===== src/rtl/computie_bus_initiator_pkg.sv =====
// Computie bus shared definitions: strobe polarity, transceiver
// direction and the initiator's state encoding.
package computie_bus_initiator_pkg;

  localparam logic ACTIVE     = 1'b0;
  localparam logic INACTIVE   = 1'b1;
  localparam logic DIR_OUTPUT = 1'b0;
  localparam logic DIR_INPUT  = 1'b1;

  typedef enum logic [2:0] {
    ST_IDLE   = 3'd0,
    ST_ADDR   = 3'd1,
    ST_STROBE = 3'd2,
    ST_DATA   = 3'd3,
    ST_END    = 3'd4
  } cb_state_e;

endpackage


===== src/rtl/computie_bus_initiator_if.sv =====
// Request/response port plus Computie bus pins of the initiator.
// master = the initiator, slave = requester and bus side.
interface computie_bus_initiator_if #(
  parameter int BITWIDTH = 32
);

  logic                req_valid;
  logic                req_ready;
  logic                req_write;
  logic [BITWIDTH-1:0] req_addr;
  logic [BITWIDTH-1:0] req_wdata;
  logic                resp_valid;
  logic                resp_error;
  logic [BITWIDTH-1:0] resp_rdata;
  logic                cb_addr_strobe;
  logic                cb_data_strobe;
  logic                cb_read_write;
  logic                cb_dtack;
  logic                cb_demux_oe;
  logic [BITWIDTH-1:0] cb_to_bus;
  logic [BITWIDTH-1:0] cb_from_bus;
  logic                send_receive;
  logic                addr_oe;
  logic                data_oe;
  logic                data_dir;

  modport master (
    input  req_valid, req_write, req_addr, req_wdata,
    input  cb_dtack, cb_from_bus,
    output req_ready, resp_valid, resp_error, resp_rdata,
    output cb_addr_strobe, cb_data_strobe, cb_read_write,
    output cb_demux_oe, cb_to_bus, send_receive,
    output addr_oe, data_oe, data_dir
  );

  modport slave (
    output req_valid, req_write, req_addr, req_wdata,
    output cb_dtack, cb_from_bus,
    input  req_ready, resp_valid, resp_error, resp_rdata,
    input  cb_addr_strobe, cb_data_strobe, cb_read_write,
    input  cb_demux_oe, cb_to_bus, send_receive,
    input  addr_oe, data_oe, data_dir
  );

endinterface


===== src/rtl/computie_bus_initiator.sv =====
// Computie bus master: one internal request becomes one AS/DS
// strobe cycle on the multiplexed address/data lines.
module computie_bus_initiator
  import computie_bus_initiator_pkg::*;
#(
  parameter int BITWIDTH    = 32,
  parameter int ADDR_CYCLES = 2,
  parameter int DATA_CYCLES = 2,
  parameter int TIMEOUT     = 64
) (
  input logic cb_clk,
  input logic cb_reset,
  computie_bus_initiator_if.master bus
);

  localparam int MAX_AD = (ADDR_CYCLES > DATA_CYCLES) ?
                          ADDR_CYCLES : DATA_CYCLES;
  localparam int MAXC   = (TIMEOUT > MAX_AD) ? TIMEOUT : MAX_AD;
  localparam int CW     = $clog2(MAXC + 1);

  localparam logic [CW-1:0] AC_L = CW'(ADDR_CYCLES);
  localparam logic [CW-1:0] DC_L = CW'(DATA_CYCLES);
  localparam logic [CW-1:0] TO_L = CW'(TIMEOUT);

  cb_state_e state_q, state_d;

  logic [CW-1:0]       cnt_q, cnt_d, cnt_inc;
  logic                err_q, err_d;
  logic [BITWIDTH-1:0] rdata_q, rdata_d;
  logic                write_q;
  logic [BITWIDTH-1:0] addr_q;
  logic [BITWIDTH-1:0] wdata_q;

  logic st_idle, st_addr, st_strobe, st_data, st_end;
  logic accept, dtack_seen;

  assign st_idle   = (state_q == ST_IDLE);
  assign st_addr   = (state_q == ST_ADDR);
  assign st_strobe = (state_q == ST_STROBE);
  assign st_data   = (state_q == ST_DATA);
  assign st_end    = (state_q == ST_END);

  assign accept     = st_idle && bus.req_valid;
  assign dtack_seen = (bus.cb_dtack == ACTIVE);

  // Shared ADDR/DATA counter; sticks at all-ones instead of wrapping.
  assign cnt_inc = (cnt_q == '1) ? cnt_q : cnt_q + 1'b1;

  always_ff @(posedge cb_clk or posedge cb_reset) begin
    if (cb_reset) begin
      state_q <= ST_IDLE;
      cnt_q   <= '0;
      err_q   <= 1'b0;
      rdata_q <= '0;
    end else begin
      state_q <= state_d;
      cnt_q   <= cnt_d;
      err_q   <= err_d;
      rdata_q <= rdata_d;
    end
  end

  always_ff @(posedge cb_clk or posedge cb_reset) begin
    if (cb_reset) begin
      write_q <= 1'b0;
      addr_q  <= '0;
      wdata_q <= '0;
    end else if (accept) begin
      write_q <= bus.req_write;
      addr_q  <= bus.req_addr;
      wdata_q <= bus.req_wdata;
    end
  end

  always_comb begin
    state_d = state_q;
    cnt_d   = cnt_q;
    err_d   = err_q;
    rdata_d = rdata_q;
    unique case (state_q)
      ST_IDLE: begin
        cnt_d = '0;
        if (bus.req_valid) state_d = ST_ADDR;
      end
      ST_ADDR: begin
        cnt_d = cnt_inc;
        if (cnt_inc >= AC_L) begin
          state_d = ST_STROBE;
          cnt_d   = '0;
        end
      end
      ST_STROBE: begin
        cnt_d   = '0;
        state_d = ST_DATA;
      end
      ST_DATA: begin
        cnt_d = cnt_inc;
        // An acknowledge wins over a timeout landing on the same cycle.
        if (cnt_inc >= DC_L && dtack_seen) begin
          state_d = ST_END;
          err_d   = 1'b0;
          if (!write_q) rdata_d = bus.cb_from_bus;
        end else if (cnt_inc >= TO_L) begin
          state_d = ST_END;
          err_d   = 1'b1;
        end
      end
      ST_END: state_d = ST_IDLE;
      default: state_d = ST_IDLE;
    endcase
  end

  // Pins decode from state alone so an async reset drops them at once.
  always_comb begin
    bus.req_ready      = 1'b0;
    bus.resp_valid     = 1'b0;
    bus.cb_addr_strobe = INACTIVE;
    bus.cb_data_strobe = INACTIVE;
    bus.cb_read_write  = 1'b1;
    bus.cb_demux_oe    = 1'b0;
    bus.cb_to_bus      = '0;
    bus.addr_oe        = INACTIVE;
    bus.data_oe        = INACTIVE;
    bus.data_dir       = DIR_OUTPUT;
    unique case (1'b1)
      st_idle: bus.req_ready = 1'b1;
      st_addr, st_strobe: begin
        bus.cb_addr_strobe = ACTIVE;
        bus.cb_data_strobe = st_strobe ? ACTIVE : INACTIVE;
        bus.cb_read_write  = ~write_q;
        bus.cb_demux_oe    = 1'b1;
        bus.cb_to_bus      = addr_q;
        bus.addr_oe        = ACTIVE;
      end
      st_data: begin
        bus.cb_addr_strobe = ACTIVE;
        bus.cb_data_strobe = ACTIVE;
        bus.cb_read_write  = ~write_q;
        bus.data_oe        = ACTIVE;
        if (write_q) begin
          bus.cb_demux_oe = 1'b1;
          bus.cb_to_bus   = wdata_q;
        end else begin
          bus.data_dir = DIR_INPUT;
        end
      end
      st_end: bus.resp_valid = 1'b1;
      default: ;
    endcase
  end

  assign bus.resp_error   = st_end && err_q;
  assign bus.resp_rdata   = rdata_q;
  assign bus.send_receive = 1'b1;

endmodule

===== src/flat_wrapper.sv =====
// flat-port wrapper written by rule: the top's interface ports become plain ports
module computie_bus_initiator_flat import computie_bus_initiator_pkg::*;
#(
  parameter int BITWIDTH    = 32,
  parameter int ADDR_CYCLES = 2,
  parameter int DATA_CYCLES = 2,
  parameter int TIMEOUT     = 64
)
  (cb_clk, cb_reset, bus_req_valid, bus_req_write, bus_req_addr, bus_req_wdata, bus_cb_dtack, bus_cb_from_bus, bus_req_ready, bus_resp_valid, bus_resp_error, bus_resp_rdata, bus_cb_addr_strobe, bus_cb_data_strobe, bus_cb_read_write, bus_cb_demux_oe, bus_cb_to_bus, bus_send_receive, bus_addr_oe, bus_data_oe, bus_data_dir);
  computie_bus_initiator_if #(.BITWIDTH(BITWIDTH)) bus_i ();
  input logic cb_clk;
  input logic cb_reset;
  input wire logic [$bits(bus_i.req_valid)-1:0] bus_req_valid;
  input wire logic [$bits(bus_i.req_write)-1:0] bus_req_write;
  input wire logic [$bits(bus_i.req_addr)-1:0] bus_req_addr;
  input wire logic [$bits(bus_i.req_wdata)-1:0] bus_req_wdata;
  input wire logic [$bits(bus_i.cb_dtack)-1:0] bus_cb_dtack;
  input wire logic [$bits(bus_i.cb_from_bus)-1:0] bus_cb_from_bus;
  output wire logic [$bits(bus_i.req_ready)-1:0] bus_req_ready;
  output wire logic [$bits(bus_i.resp_valid)-1:0] bus_resp_valid;
  output wire logic [$bits(bus_i.resp_error)-1:0] bus_resp_error;
  output wire logic [$bits(bus_i.resp_rdata)-1:0] bus_resp_rdata;
  output wire logic [$bits(bus_i.cb_addr_strobe)-1:0] bus_cb_addr_strobe;
  output wire logic [$bits(bus_i.cb_data_strobe)-1:0] bus_cb_data_strobe;
  output wire logic [$bits(bus_i.cb_read_write)-1:0] bus_cb_read_write;
  output wire logic [$bits(bus_i.cb_demux_oe)-1:0] bus_cb_demux_oe;
  output wire logic [$bits(bus_i.cb_to_bus)-1:0] bus_cb_to_bus;
  output wire logic [$bits(bus_i.send_receive)-1:0] bus_send_receive;
  output wire logic [$bits(bus_i.addr_oe)-1:0] bus_addr_oe;
  output wire logic [$bits(bus_i.data_oe)-1:0] bus_data_oe;
  output wire logic [$bits(bus_i.data_dir)-1:0] bus_data_dir;
  assign bus_i.req_valid = bus_req_valid;
  assign bus_i.req_write = bus_req_write;
  assign bus_i.req_addr = bus_req_addr;
  assign bus_i.req_wdata = bus_req_wdata;
  assign bus_i.cb_dtack = bus_cb_dtack;
  assign bus_i.cb_from_bus = bus_cb_from_bus;
  assign bus_req_ready = bus_i.req_ready;
  assign bus_resp_valid = bus_i.resp_valid;
  assign bus_resp_error = bus_i.resp_error;
  assign bus_resp_rdata = bus_i.resp_rdata;
  assign bus_cb_addr_strobe = bus_i.cb_addr_strobe;
  assign bus_cb_data_strobe = bus_i.cb_data_strobe;
  assign bus_cb_read_write = bus_i.cb_read_write;
  assign bus_cb_demux_oe = bus_i.cb_demux_oe;
  assign bus_cb_to_bus = bus_i.cb_to_bus;
  assign bus_send_receive = bus_i.send_receive;
  assign bus_addr_oe = bus_i.addr_oe;
  assign bus_data_oe = bus_i.data_oe;
  assign bus_data_dir = bus_i.data_dir;
  computie_bus_initiator #(.BITWIDTH(BITWIDTH), .ADDR_CYCLES(ADDR_CYCLES), .DATA_CYCLES(DATA_CYCLES), .TIMEOUT(TIMEOUT)) u_core (.cb_clk(cb_clk), .cb_reset(cb_reset), .bus(bus_i));
endmodule

===== config.mk =====
export PLATFORM = sky130hd
export DESIGN_NAME = computie_bus_initiator_flat
export DESIGN_NICKNAME = d
export VERILOG_FILES = /design/src/rtl/computie_bus_initiator_pkg.sv /design/src/rtl/computie_bus_initiator_if.sv /design/src/rtl/computie_bus_initiator.sv /design/src/flat_wrapper.sv
export SDC_FILE = /design/constraint.sdc
export NUM_CORES = 1
export LEC_CHECK = 0
export CORE_AREA = 2 2 157 82
export CTS_BUF_LIST = sky130_fd_sc_hd__clkbuf_4 sky130_fd_sc_hd__clkbuf_8
export DETAILED_ROUTE_END_ITERATION = 12
export DIE_AREA = 0 0 159 84
export GPL_TIMING_DRIVEN = 1
export PLACE_DENSITY = 0.78
export SLEW_MARGIN = 20
export SYNTH_ARGS = -nofsm -noshare
export SYNTH_HDL_FRONTEND = slang
export SYNTH_SLANG_ARGS = --single-unit
export TNS_END_PERCENT = 5

===== constraint.sdc =====
create_clock -name cb_clk -period 3.25 [get_ports cb_clk]
set_input_delay 0.325 -clock cb_clk [delete_from_list [all_inputs] [get_ports cb_clk]]
set_output_delay 0.325 -clock cb_clk [all_outputs]
set_load 0.02 [all_outputs]

==> impl_results.md, run 1 <==
* Number of synthesized register bits at 108
* Clock Latency Late Sink at 0.36 ns
* Seq/Total Area, Yosys at 0.546
* Core box area at 0.0122 mm^2
* CTS Sinks at 108
* Worst hold path type: input port to asynchronous set/reset pin
* RSZ-0062 raised after global routing: no
* Iter 0 DRT Violations at 226
* GRT Residual Overflow at 0
* Critical R2R Capture: u_core.bus.resp_rdata[30]$_DFFE_PP0P_
* Post-detail-place hpwl at 8.52 mm
* Die Width at 159 um
* Post-synth EDFFs at 0
* Cell variety after synth at 46
* Fin Clk Skew at 0.00877 ns
* Post-layout instance area at 0.00699 mm^2
* Required @ worst endpoint at 2.92 ns
* Antenna violations before repair at 0
* Synth top area share at 0.546
* Die Span Y at 84 um
* GP Congestion at 0.894
* Syn. warnings at 0
* Routed WL at 12.1 mm
* Worst r2r path cells at 6
* CTS Buffer Depth at 2
* Tot GR Track Use at 0.185
* Largest net degree at the start of global routing at 63
* Fin crit share at 0.899
* DR vias/cell at 4.97
* Top post-synthesis cells by area: dfrtp_1 (55%), mux2_2 (15%), mux2_4 (9.1%)
* Port bufs at 174
* Rel. slew slack at 0.377
* Ys async rst share at 1.00
* Area leader, netlist: dfrtp_1
* Setup tns final at 0 ns
* Final Setup Violations at 0
* Post-DP Area at 0.00679 mm^2
* R2r setup slk at 0.60 ns
* Worst reg2reg startpoint: u_core.cnt_q[0]$_DFFE_PP0P_
* Initial DRT Pass Iterations at 4
* Fin crit period at 2.92 ns
* Std-Cell Rows at 29
* CTS Buf Count at 9
* Vias at 3536
* Diodes inserted at 0
* LEAKAGE at 3.00 nW
* Crit start category: flop
* Final Hold Fails at 0
* Top Ports at 176
* Crit path max fanout at 32
* WP data arrival at 2.60 ns
* Hold-fix buffers, CTS at 0
* Die area at 0.0134 mm^2
* Post-DRT Antenna Nets at 0
* Outcome: complete, no violations
* Initial Util at 0.406
* Max Clk Rate at 0.342 GHz
* Post-CTS setup buffers at 0
* CTS root buf: clkbuf_8
* VDD IR max at 0.512 mV
* Syn Inst Count at 374
* Net count after synthesis at 476
* Vias in the first global route at 3692
* Syn Area/Cell at 13.2 um^2
* First-pass GRT wire length at 19.5 mm
* WL/cell at 17.0 um
* Power per Cell Area at 1020 mW/mm^2
* Most frequent cells in the layout: clkdlybuf4s50_1 (174), dfrtp_1 (108), mux2_2 (67), nor2_1 (40), a22oi_1 (32)
* Commonest non-fill, non-tap cell in the layout: clkdlybuf4s50_1
* Post-Synthesis Cell Area at 0.00495 mm^2
* CTS-repair resized insts at 0
* CTS H-tree depth at 3
* Area growth syn-to-layout at 41.2%
* Slew @ Worst Pin at 0.923 ns
* Post-route DRC at 0
* Layout cells sized above 1 at 0.246
* Max-cap viol count at 0
* CP Class: flop to primary output
* CTS clk-pin slew, worst paths at 0.10 ns
* Main synth FF type: dfrtp_1
* Pins Over Slew Limit at 0
* CP endpoint kind: primary output
* TritonCTS clock tree: yes
* Nets at 638
-- power breakdown --
part / internal (mW) / total, mW / switching (mW)
Clock: 0.366 / 0.813 / 0.447
Combinational: 2.07 / 3.91 / 1.85
Sequential: 1.98 / 2.39 / 0.408
-- final cells by class --
| type | count | area (um^2) |
|---|---|---|
| well taps | 170 | 213 |
| inverters | 4 | 17.5 |
| fillers | 1003 | 5200 |
| repair buffers | 179 | 1800 |
| clock inverters | 6 | 63.8 |
| multi-input cells | 234 | 2050 |
| flip-flops and latches | 108 | 2700 |
| clock buffers | 10 | 131 |
-- metrics by stage --
| stage | cells | setup slack (ns) | hold WS [ns] | power (mW) | utilization |
|---|---|---|---|---|---|
| 2_1_floorplan | 374 | 0.0794 | 0.452 | 4.70 | - |
| 3_3_place_gp | 695 | 0.720 | 0.467 | 6.25 | 0.557 |
| 3_5_place_dp | 695 | 0.595 | 0.490 | 6.35 | 0.557 |
| 4_1_cts | 711 | 0.308 | 0.397 | 7.20 | 0.573 |
| 5_1_grt | 711 | 0.111 | 0.420 | 7.55 | 0.573 |
| 6_report | 711 | 0.329 | 0.386 | 7.12 | 0.573 |
-- worst max-delay path: stages (launching register included) --
cell,delay (ns)
dfrtp_1,0.57
nand2_2,0.10
nor2_2,0.14
and2_1,0.15
buf_4,0.34
a22oi_1,0.12
nor2_1,0.17
clkdlybuf4s50_1,0.63
-- metal layers --
metal,GRT usage,vias up,routed length (um)
met5,0,-,0
met4,0.0529,0,167
met3,0.0661,14,1220
met2,0.268,180,5000
met1,0.262,1675,5710
li1,-,1667,-
-- cell families (layout without fill, tap and decap cells) --
| kind of cell | Yosys count | in the layout | share of synthesized area |
|---|---|---|---|
| DFF | 108 | 108 | 0.546 |
| muxes | 97 | 97 | 0.243 |
| and+or+nand+nor | 75 | 75 | 0.0718 |
| AOI/OAI and AO/OA | 59 | 59 | 0.0946 |
| buffers and inverters | 32 | 199 | 0.0389 |
| adders and majority gates | 1 | 1 | 0.00253 |
| other | 1 | 1 | 0.000758 |
| xor gates and xnor gates | 1 | 1 | 0.00177 |
-- how the worst max path moves through the flow --
| stage | from | to | slack, ns |
|---|---|---|---|
| final | u_core.state_q[1]$_DFFE_PP0P_ | bus_cb_to_bus[16] | 0.33 |
| after global routing | u_core.state_q[1]$_DFFE_PP0P_ | bus_cb_to_bus[16] | 0.11 |
| after CTS | u_core.state_q[1]$_DFFE_PP0P_ | bus_cb_to_bus[16] | 0.31 |
| after detailed placement | u_core.cnt_q[0]$_DFFE_PP0P_ | u_core.bus.resp_rdata[31]$_DFFE_PP0P_ | 0.60 |
| after global placement | u_core.cnt_q[0]$_DFFE_PP0P_ | u_core.bus.resp_rdata[31]$_DFFE_PP0P_ | 0.72 |
| after floorplan | cb_reset | u_core.addr_q[0]$_DFFE_PP0P_ | 0.08 |
-- flip-flops by register name, summed over array words and instances (netlist names) --
name                   cells
u_core.state_q             3
u_core.cnt_q               7
u_core.write_q             1
u_core.addr_q             32
u_core.wdata_q            32
u_core.bus.resp_rdata     32
u_core.err_q               1
-- cell usage after synthesis (all sizes together), types with 2 or more instances --
cell and n:
and2 2, nor2 41, a31o 2, nand3 2
o311ai 2, nand2 14, o21ai 5, inv 4
a22oi 32, nor3 4, clkbuf 13, a31oi 3
and3 3, buf 15, o22a 2, dfrtp 108
a21oi 6, mux2 97
Note: power is estimated with default switching activity, not from simulation.
==> run 2: changes to the inputs <==
Settings changed: RECOVER_POWER set to 50.
==> run 2 against run 1 <==
Compared with the run above: the flow now finishes with violations (capacitance limit, slew limit); critical path depth down 3; sequential share of layout area up 0.090 points; cell area down 0.23%; critical endpoint is now u_core.addr_q[15]$_DFFE_PP0P_; largest power group unchanged.
==> impl_results.md, run 2 (synthesis results as in run 1) <==
* Outcome: complete, but fails checks (was complete, no violations)
* Failing checks: capacitance limit, slew limit
* Post-DRT Antenna Nets at 0 (unchanged)
* WP data arrival at 3.19 ns (was 2.60 ns)
* CTS clk-pin slew, worst paths at 0.10 ns (about the same)
* NetSw at 2.69 mW (was 2.70 mW)
* Top Ports at 176 (unchanged)
* Layout cells sized above 1 at 0.242 (was 0.246)
* Std-Cell Rows at 29 (unchanged)
* Iter 0 DRT Violations at 255 (was 226)
* Sequential Power Share at 0.339 (was 0.336)
* Clock Latency Late Sink at 0.36 ns (about the same)
* GP Congestion at 0.894 (unchanged)
* CTS Buf Count at 9 (unchanged)
* Core box area at 0.0122 mm^2 (unchanged)
* CP startpoint: u_core.state_q[2]$_DFFE_PP0P_ (was u_core.state_q[1]$_DFFE_PP0P_)
* Fin crit share at 0.905 (was 0.899)
* CTS Sinks at 108 (unchanged)
* Worst hold path depth at 1
* Nets at 638 (unchanged)
* Post-route DRC at 0 (unchanged)
* Crit path max fanout at 44 (was 32)
* Max Clk Rate at 0.340 GHz (was 0.342 GHz)
* Die area at 0.0134 mm^2 (unchanged)
* CTS-repair resized insts at 0 (unchanged)
* Largest net degree at the start of global routing at 63 (unchanged)
* Power per Cell Area at 1010 mW/mm^2 (was 1020 mW/mm^2)
* CTS H-tree depth at 3 (unchanged)
* TritonCTS clock tree: yes (unchanged)
* GRT Residual Overflow at 0 (unchanged)
* VDD IR max at 0.484 mV (was 0.512 mV)
* Crit start category: flop (unchanged)
* CP Class: flop to flop (was flop to primary output)
* Final Hold Fails at 0 (unchanged)
* Port bufs at 174 (unchanged)
* Final core occ at 0.572 (was 0.573)
* CTS root buf: clkbuf_8 (unchanged)
* Initial DRT Pass Iterations at 4 (unchanged)
* Clock Power Share at 0.116 (was 0.114)
* CTS Buffer Depth at 2 (unchanged)
* Area growth syn-to-layout at 40.9% (was 41.2%)
* Internal power at 4.34 mW (was 4.42 mW)
* Rel. slew slack at -0.396 (was 0.377)
* Initial Util at 0.406 (unchanged)
* Fin Clk Skew at 0.00754 ns (was 0.00877 ns)
* Sw frac at 0.383 (was 0.379)
* Commonest non-fill, non-tap cell in the layout: clkdlybuf4s50_1 (unchanged)
* Die Span Y at 84 um (unchanged)
* Routed WL at 12.1 mm (about the same)
* Vias in the first global route at 3692 (unchanged)
* Post-CTS setup buffers at 0 (unchanged)
* Post-detail-place hpwl at 8.52 mm (unchanged)
* Fin crit period at 2.94 ns (was 2.92 ns)
* Most frequent cells in the layout: clkdlybuf4s50_1 (141), dfrtp_1 (108), mux2_2 (67), nor2_1 (40), dlygate4sd3_1 (33) (was clkdlybuf4s50_1 (174), dfrtp_1 (108), mux2_2 (67), nor2_1 (40), a22oi_1 (32))
* LEAKAGE at 3.02 nW (was 3.00 nW)
* Tot GR Track Use at 0.185 (unchanged)
* CP endpoint kind: flop (was primary output)
* Final Setup Violations at 0 (unchanged)
* WL/cell at 17.1 um (was 17.0 um)
* Worst reg2reg startpoint: u_core.state_q[2]$_DFFE_PP0P_ (was u_core.cnt_q[0]$_DFFE_PP0P_)
* Required @ worst endpoint at 3.50 ns (was 2.92 ns)
* Diodes inserted at 0 (unchanged)
* Worst hold start: u_core.bus.resp_rdata[19]$_DFFE_PP0P_
* Comb power frac at 0.546 (was 0.550)
* Non-filler instance count after layout at 711 (unchanged)
* Placed Cells at 695 (unchanged)
* Slew @ Worst Pin at 2.08 ns (was 0.923 ns)
* Max-cap viol count at 2 (was 0)
* Pins Over Slew Limit at 70 (was 0)
* DR vias/cell at 4.96 (was 4.97)
* Worst hold path type: flop to flop (was input port to asynchronous set/reset pin)
* Setup tns final at 0 ns (unchanged)
* Hold-fix buffers, CTS at 0 (unchanged)
* Antenna violations before repair at 0 (unchanged)
* RSZ-0062 raised after global routing: no (unchanged)
* Worst r2r path cells at 4 (was 6)
* Vias at 3524 (was 3536)
* First-pass GRT wire length at 19.5 mm (unchanged)
* Die Width at 159 um (unchanged)
-- run 2: path summary, 6_finish.rpt --
check,endpoint,slack [ns]
min in group asynchronous,u_core.addr_q[7]$_DFFE_PP0P_,0.95
max in group asynchronous,u_core.state_q[0]$_DFFE_PP0P_,0.55
max,u_core.addr_q[15]$_DFFE_PP0P_,0.31
min reg2reg,u_core.bus.resp_rdata[19]$_DFFE_PP0P_,0.51
min,u_core.bus.resp_rdata[19]$_DFFE_PP0P_,0.51
max reg2reg,u_core.addr_q[15]$_DFFE_PP0P_,0.31
-- run 2: final cells by class --
type                    instances  area (um^2)
fillers                      1008         5220
well taps                     170          213
inverters                       4         16.3
multi-input cells             234         2050
clock buffers                  10          131
clock inverters                 6         63.8
flip-flops and latches        108         2700
repair buffers                179         1790
-- run 2: per-layer routing --
layer	global-route usage	vias up	share of wire
li1	-	1666	-
met1	0.262	1682	0.48
met2	0.268	162	0.42
met3	0.0661	14	0.089
met4	0.0529	0	0.013
met5	0	-	0
-- run 2: critical path, cell delays in order, from the launching register on --
cell and delay [ns]:
dfrtp_1 0.57, nor3_1 0.28, and2_0 1.23, buf_12 0.35
mux2_2 0.38
-- run 2: through the flow --
stage          hold WS (ns)  power [mW]  instance area (um^2)  setup WS, ns
2_1_floorplan         0.452        4.70                  4950        0.0794
3_3_place_gp          0.467        6.25                  6790         0.720
3_5_place_dp          0.490        6.35                  6790         0.595
4_1_cts               0.397        7.20                  6990         0.308
5_1_grt               0.526        7.47                  6970        0.0716
6_report              0.511        7.04                  6970         0.307
-- run 2: power groups by stage --
stage	registers [mW]	clock network, mW	logic, mW
final	2.38	0.814	3.84
after floorplan	2.53	0	2.18
after detailed placement	2.41	0	3.95
after global placement	2.38	0	3.87
after CTS	2.39	0.846	3.96
after global routing	2.47	0.913	4.09
==> edit 1: new RTL, settings of run 2 <==
Put a register stage on the output `bus.resp_error`, without a reset. The value now appears one clock later.
--- a/src/rtl/computie_bus_initiator.sv
+++ b/src/rtl/computie_bus_initiator.sv
@@ -149,7 +149,9 @@
     endcase
   end
 
-  assign bus.resp_error   = st_end && err_q;
+  always_ff @(posedge cb_clk) begin
+    bus.resp_error <= st_end && err_q;
+  end
   assign bus.resp_rdata   = rdata_q;
   assign bus.send_receive = 1'b1;
 
Check against the original RTL: same outputs for any inputs over 10 cycles, from zero or initial values and one cycle with cb_reset high; that may be too few to reach the edited logic, so the function may still have changed.
==> edit 1 against run 2 <==
The flow still finishes with violations (capacitance limit, slew limit); sequential cell count is 1 higher; cell area down 0.54%; worst setup slack got worse by 35 ps; register-to-register slack better by 260 ps; critical path depth up 2; power increased by 3.5%; synthesized area down 2.0%; sequential share of layout area grew 0.50 points; wire length is 3.0% lower; count of clock-buffer cells in the layout is the same; clock power grew 6.8%; global-route usage fell by 0.41 points.
==> edit 1: results (changes against run 2) <==
[outcome]
status=finished with violations
failed_checks=capacitance limit, slew limit

[placed_design]
dp_hpwl_um=8400  ; -1.4%
dp.cells=671  ; -3.5%
gp_congestion=0.862  ; -3.6%
postPlaceCellArea_um2=6730  ; -0.96%

[worst_setup_path]
worst_setup_path_end_kind=output pin
timing.rr.end=u_core.bus.resp_rdata[0]
crit_end=bus_cb_to_bus[9]
cpMaxStageDelayCell=clkdlybuf4s50_1
startpoint=u_core.state_q[1]
path_max_fanout=32  ; -27%
slowest_delay_ps=610  ; -620 ps
r2r_setup_slack_ps=570  ; +260 ps
worstPathArrival_ps=2650  ; -540 ps
timing.rr.start=u_core.cnt_q[0]
cpLargestDelayFamily=buffers and inverters

[cells_and_area]
drive_gt1_frac=0.255  ; +0.0132
layout.nets=614  ; -3.8%

[logic_synthesis]
synth.distinct_cells=41  ; -11%
ys_seq_area_frac=0.561  ; +0.0153
ys_top_cells_by_count=108 x dfrtp_1, 68 x mux2_2, 32 x a22o_1
syn_nets=447  ; -6.1%
ys_async_sr_fraction=0.991  ; -0.00917
synth.mux.area_fraction=0.256  ; +0.0124

[global_route]
grt_max_degree=66  ; +4.8%
grt_pass1_wl_um=19200  ; -1.9%
track_usage=0.181  ; -0.00413

[power]
p_leak_nw=3.02  ; +0.29%
max-vdd-ir-drop_mv=0.721  ; +49%

[detailed_routing]
avgViaCountPerCell=4.94  ; -0.38%
drt_iter0_markers=315  ; +24%
vias=3392  ; -3.7%

[flow_run]
drv_cap=1  ; -1

[worst_hold_path]
hold_path.startpoint=u_core.bus.resp_rdata[31]

[sta]
final_max_slew_viol_count=63  ; -10%
skew_ps=13.3  ; +5.76 ps

edit 1: cell families after synthesis:
logic type	Yosys count
mux	100
simple gates	50
buf+inv	30
xor+xnor	2
compound gates	52
other cells	1
flops	109
fa+ha+maj	1
edit 1: through the flow:
step / utilization / setup WS (ps)
floorplan: - / 79.4
global placement: 0.552 / 666
detailed placement: 0.552 / 616
CTS: 0.569 / 249
global route: 0.569 / 60.2
finish: 0.569 / 272
edit 1: how the worst min path moves through the flow:
stage                                           end  slack [ps]  depth (start not counted)
after floorplan            u_core.bus.resp_rdata[0]         470                          1
after global placement    u_core.bus.resp_rdata[25]         490                          1
after detailed placement  u_core.bus.resp_rdata[25]         490                          1
after CTS                 u_core.bus.resp_rdata[11]         490                          2
after global routing      u_core.bus.resp_rdata[25]         520                          1
final                     u_core.bus.resp_rdata[31]         510                          1
edit 1: power breakdown:
group	switching [mW]	total (mW)	internal, mW	leakage (nW)
combinational	1.86	4.02	2.15	1.60
sequential	0.403	2.39	1.99	1.32
clock	0.487	0.869	0.382	0.108
total	2.75	7.28	4.53	3.02
edit 1: final cells by class:
class | count | area, um^2 | share of cell area
Sequential cell | 109 | 2720 | 0.393
Clock inverter | 6 | 78.8 | 0.0114
Multi-Input combinational cell | 206 | 1940 | 0.280
Tap cell | 170 | 213 | 0.0307
Timing Repair Buffer | 179 | 1820 | 0.262
Clock buffer | 10 | 131 | 0.0189
Inverter | 7 | 26.3 | 0.00379
edit 1: metal layers:
metal  vias to the layer above  part of all wire  GRT usage
li1                       1565                 -          -
met1                      1673              0.48      0.250
met2                       148              0.43      0.268
met3                         6             0.088     0.0760
met4                         0            0.0054     0.0355
met5                         -                 0          0
==> edit 2: new RTL, settings of run 2 <==
Made on the original files. `TIMEOUT` is set to 64 in 2 places; all go to 128.
--- a/src/rtl/computie_bus_initiator.sv
+++ b/src/rtl/computie_bus_initiator.sv
@@ -6,7 +6,7 @@
   parameter int BITWIDTH    = 32,
   parameter int ADDR_CYCLES = 2,
   parameter int DATA_CYCLES = 2,
-  parameter int TIMEOUT     = 64
+  parameter int TIMEOUT     = 128
 ) (
   input logic cb_clk,
   input logic cb_reset,
--- a/src/flat_wrapper.sv
+++ b/src/flat_wrapper.sv
@@ -4,7 +4,7 @@
   parameter int BITWIDTH    = 32,
   parameter int ADDR_CYCLES = 2,
   parameter int DATA_CYCLES = 2,
-  parameter int TIMEOUT     = 64
+  parameter int TIMEOUT     = 128
 )
   (cb_clk, cb_reset, bus_req_valid, bus_req_write, bus_req_addr, bus_req_wdata, bus_cb_dtack, bus_cb_from_bus, bus_req_ready, bus_resp_valid, bus_resp_error, bus_resp_rdata, bus_cb_addr_strobe, bus_cb_data_strobe, bus_cb_read_write, bus_cb_demux_oe, bus_cb_to_bus, bus_send_receive, bus_addr_oe, bus_data_oe, bus_data_dir);
   computie_bus_initiator_if #(.BITWIDTH(BITWIDTH)) bus_i ();
Formal check against the unedited RTL: same outputs for any inputs over 10 cycles, from zero or initial values and one cycle with cb_reset high; that may be too few to reach the edited logic, so the function may still have changed.
==> edit 2 against run 2 <==
Synthesized cell count up 5.6%; the flow still finishes with violations (capacitance limit, slew limit); highest routed layer is now met5; cell area increased by 0.43%; via count up 8.8%; non-clock buffer count increased by 4; sequential cell count rose by 1; sequential share of layout area up 0.19 points; wire length rose by 5.2%; power hardly changed; critical endpoint is now bus_cb_to_bus[27]; critical path type is now flop to output pin; register-to-register slack improved by 130 ps; fmax is 3.6% lower; worst setup slack worse by 110 ps; synthesized area fell by 0.38%; critical path depth grew 2.
==> edit 2: results (changes against run 2) <==
[logic_synthesis]
synth_compound_area_frac=0.108  ; +0.0138
synthTopCellsByArea=dfrtp_1 55%, mux2_2 22%, a22oi_1 4.9%
synth.mux.area_fraction=0.224  ; -0.0199
synthXorXnorAreaFrac=0.00355  ; +0.00178
synth_top_family_by_area=multiplexers
synth.distinct_cells=46  ; unchanged
ys_top_cells_by_count=109 x dfrtp_1, 96 x mux2_2, 41 x nor2_1
synth_fa_ha_area_frac=0.00254  ; +0.00000963
ys_async_sr_fraction=1.00  ; unchanged
syn_nets=497  ; +4.4%
yosysWarnings=0  ; unchanged
ys_seq_area_frac=0.553  ; +0.00716

[clock_network]
cts-root-buf=clkbuf_8
cts_resized=0  ; unchanged
numCtsBuffers=9  ; unchanged
clk_latency_ps=370
clockBufferDepth=2  ; unchanged
cts_setup_buffers=0  ; unchanged
htreeDepth=3  ; unchanged
path_clk_slew_ps=110

[cells_and_area]
antennaDiodeCount=0  ; unchanged
layout.nets=663  ; +3.9%
drive_gt1_frac=0.223  ; -0.0195

[placed_design]
portBuffers=174  ; unchanged
dp_hpwl_um=8970  ; +5.2%
postPlaceCellArea_um2=6830  ; +0.59%
gp_congestion=0.924  ; +3.4%

[detailed_routing]
drt_iter0_markers=266  ; +4.3%
vias=3834  ; +8.8%
firstDrtPassIters=5  ; +1
routedWlPerCell_um=17.3  ; +1.7%

[global_route]
grt_use_met2=0.299  ; +0.0304
overflow=0  ; unchanged
antenna_found_initial=1  ; +1
grt.met3_usage=0.0889  ; +0.0229
grt_pass1_wl_um=20500  ; +4.9%
track_usage=0.195  ; +0.00933
grt_max_degree=110  ; +75%
grt_use_met1=0.258  ; -0.00450

[worst_setup_path]
slowest_delay_ps=630  ; -600 ps
cpMaxStageDelayCell=clkdlybuf4s50_1
r2r_setup_slack_ps=440  ; +130 ps
worstPathArrival_ps=2730  ; -460 ps
cpLargestDelayFamily=buffers and inverters
path_max_fanout=21  ; -52%

[worst_hold_path]
hp-class=flop to flop

[power]
p_switching_mw=2.80  ; +3.8%
max-vdd-ir-drop_mv=0.578  ; +19%
p_leak_nw=2.92  ; -3.1%

[outcome]
status=finished with violations
failed_checks=capacitance limit, slew limit

[sta]
slew_headroom=-0.604  ; -0.208
final_max_slew_viol_count=110  ; +57%
skew_ps=16.4  ; +8.87 ps
whs_ps=507  ; -4.05 ps

[flow_run]
drv_cap=1  ; -1

## edit 2: changes by cell type after synthesis, moves of 4 or more
| cell | change |
|---|---|
| a21o_1 | +4 |
| and2_1 | +4 |
| mux2_2 | +29 |
| mux2_4 | -30 |
## edit 2: worst reg2reg max path, stage by stage, from the launching register on
cell and delay (ps):
dfrtp_1 450, ha_1 280, and2_0 220, a211oi_1 390
a2bb2o_4 260, o311ai_4 270, buf_4 410, mux2_2 420
## edit 2: path summary, 6_finish.rpt
path | start | to | depth (start not counted)
hold / removal | u_core.bus.resp_rdata[22] | u_core.bus.resp_rdata[22] | 1
setup reg to reg | u_core.cnt_q[0] | u_core.bus.resp_rdata[5] | 7
hold reg to reg | u_core.bus.resp_rdata[22] | u_core.bus.resp_rdata[22] | 1
min in group asynchronous | cb_reset | u_core.bus.resp_rdata[16] | 3
max in group asynchronous | cb_reset | u_core.addr_q[25] | 3
setup / recovery | u_core.state_q[1] | bus_cb_to_bus[27] | 6
## edit 2: power by group through the flow
stage | sequential [mW] | combinational [mW] | clock, mW
after global placement | 2.38 | 3.87 | 0
after detailed placement | 2.42 | 3.96 | 0
after floorplan | 2.54 | 2.09 | 0
final | 2.39 | 3.86 | 0.793
after CTS | 2.39 | 3.98 | 0.831
after global routing | 2.47 | 4.13 | 0.881
## edit 2: final cells by class
| cell class | count | area, um^2 |
|---|---|---|
| fillers | 1036 | 5190 |
| flip-flops and latches | 109 | 2730 |
| multi-input cells | 250 | 2020 |
| repair buffers | 183 | 1820 |
| well taps | 170 | 213 |
| clock buffers | 11 | 145 |
| clock inverters | 5 | 43.8 |
| inverters | 8 | 31.3 |
## edit 2: per-stage QoR
step / utilization / instances / setup slack [ps] / power [mW]
after floorplan: - / 395 / 51.1 / 4.62
after global placement: 0.560 / 720 / 611 / 6.25
after detailed placement: 0.560 / 720 / 483 / 6.38
after CTS: 0.576 / 736 / 229 / 7.20
after global routing: 0.574 / 736 / 11.9 / 7.49
final: 0.574 / 736 / 198 / 7.04
## edit 2: metal layers
metal / wire length (um) / up-vias
li1: - / 1755
met2: 5600 / 175
met3: 1300 / 13
met5: 13 / -
met4: 97 / 2
met1: 5750 / 1889
## edit 2: logic make-up after synthesis
| group | Yosys count |
|---|---|
| DFF | 109 |
| muxes | 98 |
| and+or+nand+nor | 78 |
| AOI/OAI and AO/OA | 70 |
| buffers and inverters | 36 |
| xor gates and xnor gates | 2 |
| adders and majority gates | 1 |
| other | 1 |
